--- config.mk ---
export PLATFORM = sky130hd
export DESIGN_NAME = systolic_skew_buffer
export DESIGN_NICKNAME = d
export VERILOG_FILES = /design/src/rtl/systolic_skew_buffer_pkg.sv /design/src/rtl/systolic_skew_buffer_lane.sv /design/src/rtl/systolic_skew_buffer.sv
export SDC_FILE = /design/constraint.sdc
export NUM_CORES = 2
export LEC_CHECK = 0
export CAP_MARGIN = 25
export CORE_UTILIZATION = 36
export DETAILED_ROUTE_END_ITERATION = 8
export PLACE_DENSITY_LB_ADDON = 0.15
export SYNTH_ARGS = -nofsm -noshare
export SYNTH_HDL_FRONTEND = slang
export SYNTH_SLANG_ARGS = --single-unit
--- constraint.sdc ---
create_clock -name clk -period 1.5 [get_ports clk]
set_input_delay 0.45 -clock clk [delete_from_list [all_inputs] [get_ports clk]]
set_output_delay 0.45 -clock clk [all_outputs]
set_load 0.02 [all_outputs]
--- src/rtl/systolic_skew_buffer_pkg.sv ---
// Shared types and helpers for the systolic skew buffer.
// Lane depth is computed here so the top and any bench agree on a single formula.
package tpu_skew_pkg;

   typedef enum logic {
      SKEW_MODE   = 1'b0,
      DESKEW_MODE = 1'b1
   } skew_mode_e;

   localparam int MAX_EXTRA_LAT = 4;

   // Number of register stages between input and output for a given lane.
   // Skew staircases operands (lane i later by i); deskew undoes that staircase.
   function automatic int lane_depth(input int lane, input int lanes,
                                     input skew_mode_e mode, input int extra_lat);
      if (mode == SKEW_MODE) begin
         return 1 + extra_lat + lane;
      end
      return 1 + extra_lat + (lanes - 1 - lane);
   endfunction

endpackage

--- src/rtl/systolic_skew_buffer_lane.sv ---
// skew_lane: one lane's {valid, data} delay line with shift/hold/flush and a tapped output.
// Optional build macro SKEW_ZERO_FILL_EN forces out_data to zero whenever out_valid is low.
module skew_lane #(
   parameter int DEPTH_MAX = 16,
   parameter int DATA_W    = 8
) (
   input  logic                         clk,
   input  logic                         rst,
   input  logic                         shift_en,
   input  logic                         flush,
   input  logic                         in_valid,
   input  logic [DATA_W-1:0]            in_data,
   input  logic [$clog2(DEPTH_MAX)-1:0] tap,
   output logic                         out_valid,
   output logic [DATA_W-1:0]            out_data,
   output logic                         any_valid
);

   // Stage 0 is the newest entry; stage DEPTH_MAX-1 is the oldest.
   logic [DEPTH_MAX-1:0]             valid_q;
   logic [DEPTH_MAX-1:0][DATA_W-1:0] data_q;

   // Shift on shift_en, otherwise hold; flush clears every valid bit even while holding.
   always_ff @(posedge clk) begin
      if (rst) begin
         valid_q <= '0;
         data_q  <= '0;
      end else begin
         if (shift_en) begin
            valid_q <= {valid_q[DEPTH_MAX-2:0], in_valid};
            data_q  <= {data_q[DEPTH_MAX-2:0], in_data};
         end
         if (flush) begin
            valid_q <= '0;
         end
      end
   end

   assign out_valid = valid_q[tap];
   assign any_valid = |valid_q;

`ifdef SKEW_ZERO_FILL_EN
   // Bubbles read as zero operands so the array needs no extra gating.
   assign out_data = valid_q[tap] ? data_q[tap] : '0;
`else
   // Raw tap contents; stale data may show while out_valid is low.
   assign out_data = data_q[tap];
`endif

endmodule

--- src/rtl/systolic_skew_buffer.sv ---
// systolic_skew_buffer: per-lane staircase (skew) or realignment (deskew) of a parallel vector.
// Optional build macro SKEW_ZERO_FILL_EN zeroes out_data on lanes whose out_valid is low.
//
// Flow control: there is no ready. in_valid is sampled only on edges with shift_en=1;
// the producer stalls by dropping shift_en, which freezes every stage and every output.
// out_valid[i] qualifies out_data[i] independently per lane.
module systolic_skew_buffer
   import tpu_skew_pkg::*;
#(
   parameter int LANES     = 16,
   parameter int DATA_W    = 8,
   parameter int EXTRA_LAT = 0
) (
   input  logic                         clk,
   input  logic                         rst,
   input  logic                         mode,
   input  logic                         shift_en,
   input  logic                         in_valid,
   input  logic [LANES-1:0][DATA_W-1:0] in_data,
   input  logic                         flush,
   output logic [LANES-1:0][DATA_W-1:0] out_data,
   output logic [LANES-1:0]             out_valid,
   output logic                         busy,
   output logic                         mode_q
);

   // Every lane carries enough stages for the deepest tap in either mode.
   localparam int DEPTH_MAX = 1 + EXTRA_LAT + (LANES - 1);
   localparam int TAP_W     = $clog2(DEPTH_MAX);

   if (LANES < 2 || EXTRA_LAT < 0 || EXTRA_LAT > MAX_EXTRA_LAT) begin : g_bad_cfg
      $error("systolic_skew_buffer: unsupported LANES/EXTRA_LAT");
   end

   skew_mode_e       mode_r;
   logic [LANES-1:0] lane_busy;

   // Mode only changes with the pipeline empty, so in-flight vectors never see a tap jump.
   always_ff @(posedge clk) begin
      if (rst) begin
         mode_r <= SKEW_MODE;
      end else if (!busy) begin
         mode_r <= skew_mode_e'(mode);
      end
   end

   assign busy   = |lane_busy;
   assign mode_q = mode_r;

   for (genvar i = 0; i < LANES; i++) begin : g_lane
      localparam logic [TAP_W-1:0] TAP_SKEW =
         TAP_W'(lane_depth(i, LANES, SKEW_MODE, EXTRA_LAT) - 1);
      localparam logic [TAP_W-1:0] TAP_DESKEW =
         TAP_W'(lane_depth(i, LANES, DESKEW_MODE, EXTRA_LAT) - 1);

      logic [TAP_W-1:0] tap;
      assign tap = (mode_r == DESKEW_MODE) ? TAP_DESKEW : TAP_SKEW;

      skew_lane #(
         .DEPTH_MAX(DEPTH_MAX),
         .DATA_W   (DATA_W)
      ) u_lane (
         .clk      (clk),
         .rst      (rst),
         .shift_en (shift_en),
         .flush    (flush),
         .in_valid (in_valid),
         .in_data  (in_data[i]),
         .tap      (tap),
         .out_valid(out_valid[i]),
         .out_data (out_data[i]),
         .any_valid(lane_busy[i])
      );
   end

endmodule

==> results.cfg <==
[pwr]
intPower_mw = 72.8
p_clk_frac = 0.478
switching_share = 0.217
p_seq_frac = 0.470
finalPower_mw = 92.9
power.leakage_nw = 33.1
switchingPower_mw = 20.2
comb_power_share = 0.053
ir_worst_vdd_uv = 1040
pwr_density_cell_mw_per_mm2 = 1280

[die]
core.rowCount = 151
start_util = 0.362
die_h_um = 415
ios = 280
core_region_area_mm2 = 0.169
die_area_mm2 = 0.172
dieWidth_um = 415

[placement]
place_hpwl_mm = 76.4
pre_cts_ws_ns = -0.639
placed_area_mm2 = 0.0666
placedCellCount = 7946
port-buffer-count = 279
gp_congestion = 0.722

[setup_path]
crit_type = flop to output pin
cp_max_fo = 13
critPathLaunchType = flop
critical_path_required_ns = 1.05
end_kind = output pin
cp.arrival_ns = 2.23

[run_status]
status = finished, violations left
violations = negative setup slack

[grt]
grt_pass1_wl_mm = 189
grt_use_total = 0.133
overflow = 0
grt_max_degree = 104
grt_pass1_vias = 35800
antenna_found_initial = 11

[cells_and_area]
areaGrowthSynthToFinish_pct = 18.4
final_util = 0.429
num-fill-cells = 16300
stdcell_count = 8278
drive_gt1_frac = 0.154
fin_area_mm2 = 0.0726
final_cell_mix = mux2i_1, nor2_1, dfxtp_1
nets = 6046

[clock_tree]
clkLatencyLatePin_ns = 0.78
clock_path_buffers = 3
root_buffer = clkbuf_16
cts-buffers-inserted = 177
cts.htree.levels = 4
clock-sinks = 1617
path_clk_slew_ns = 0.06
cts_tree = built

[drt]
drtPass1Iterations = 5
detail-route-antenna-nets = 0
via_count = 36500
routedWlPerCell_um = 14.0
drtIter0Drc = 1455
route.detailed.drc = 0
vias_per_cell = 4.41
finalWirelength_mm = 116

[timing]
max_slew_margin = 0.694
finClkSkew_ns = 0.0281
tns_ns = -157.65
final-hold-violation-count = 0
rsz0062_at_grt = yes
fin_ws_ns = -1.18
tightest_slew_ns = 0.459
min_period_ns = 2.68
setup_viol = 146
slew_viol_final = 0
fmax_mhz = 373
final.period_utilization = 1.79
holdWs_ns = 0.274

[synth]
netlist.area_leader.share = 0.528
synth_top_area_cell = dfxtp_1
syn-num-nets = 5578
netlist_instances = 5444
synth-seq-area-share = 0.528
syn_avg_cell_area_um2 = 11.3
yosys-top-cells-area = dfxtp_1, mux2i_1, nor2_1
ys_types = 13
netlist_area_mm2 = 0.0613
ys_warn_count = 0
ys_ff_latch = 1617

[worst_hold_path]
hold_class = primary input to flop

[job]
drv_cap = 0
==> path summary, 6_finish.rpt <==
kind | start | end | slack (ns) | cells past startpoint
max | mode_q | out_valid[15] | -1.18 | 4
min reg2reg | g_lane[15].u_lane.data_q[110] | g_lane[15].u_lane.data_q[118] | 0.47 | 2
max reg2reg | g_lane[0].u_lane.valid_q[14] | mode_q | 0.13 | 5
min | in_data[15] | g_lane[1].u_lane.data_q[7] | 0.27 | 3
==> area by class of cell <==
| class | count | area (um2) | share of cell area |
|---|---|---|---|
| clock inverters | 53 | 704 | 0.00970 |
| repair buffers | 731 | 7150 | 0.0985 |
| multi-input cells | 3385 | 24200 | 0.333 |
| well taps | 2218 | 2780 | 0.0382 |
| flip-flops and latches | 1617 | 32400 | 0.446 |
| clock buffers | 271 | 5390 | 0.0743 |
| diodes | 3 | 7.51 | 0.000103 |
==> per-layer routing <==
layer	track usage	part of all wire	vias to the layer above	wire length, um
met3	0.0278	0.033	199	3830
met2	0.227	0.49	338	56400
met5	0	0.00048	-	56
met4	0.0488	0.025	8	2950
li1	-	-	19100	-
met1	0.164	0.46	16800	53100
==> power by group through the flow <==
stage,logic (mW),registers [mW],clock network [mW]
after floorplan,4.24,44.5,0
after global placement,4.91,44.6,0
after detailed placement,4.93,44.6,0
after CTS,4.95,43.6,46.1
after global routing,5.27,43.7,47.9
final,4.89,43.6,44.4
==> cells in the mapped netlist <==
cell	n
clkbuf_1	138
mux2_2	144
nor4_1	4
nor2_1	1616
dfxtp_1	1617
nand2b_1	2
or2_2	1
buf_2	35
mux2i_1	1617
buf_12	197
nand4_1	1
buf_1	41
buf_4	31
==> sequential cells by signal (all words and copies together) (netlist names) <==
name and cells:
g_lane.u_lane.valid_q 16, g_lane.u_lane.data_q 1600, mode_q 1
==> cell families (layout without fill, tap and decap cells) <==
kind of cell,Yosys count,after routing,share of synthesized area
flops,1617,1617,0.528
mux,1761,1761,0.290
other cells,0,3,0
simple gates,1624,1624,0.0997
buf+inv,442,1055,0.0819
==> worst max-delay path, cell delays in order, from the launching register on <==
cell,delay [ns]
dfxtp_4,0.36
buf_12,0.17
buf_4,0.20
mux2_2,0.33
dlygate4sd2_1,0.32
==> repair_timing <==
action | 4_1_cts | 5_1_grt
gates cloned | 1 | 3
gates resized for setup | 239 | 44
hold endpoints to repair | 4 | 0
hold buffers | 1 | 0
setup endpoints to repair | 147 | 146
buffers inserted | 1 | 0
pin swaps | 1 | 0
(Power assumes the default switching activity.)
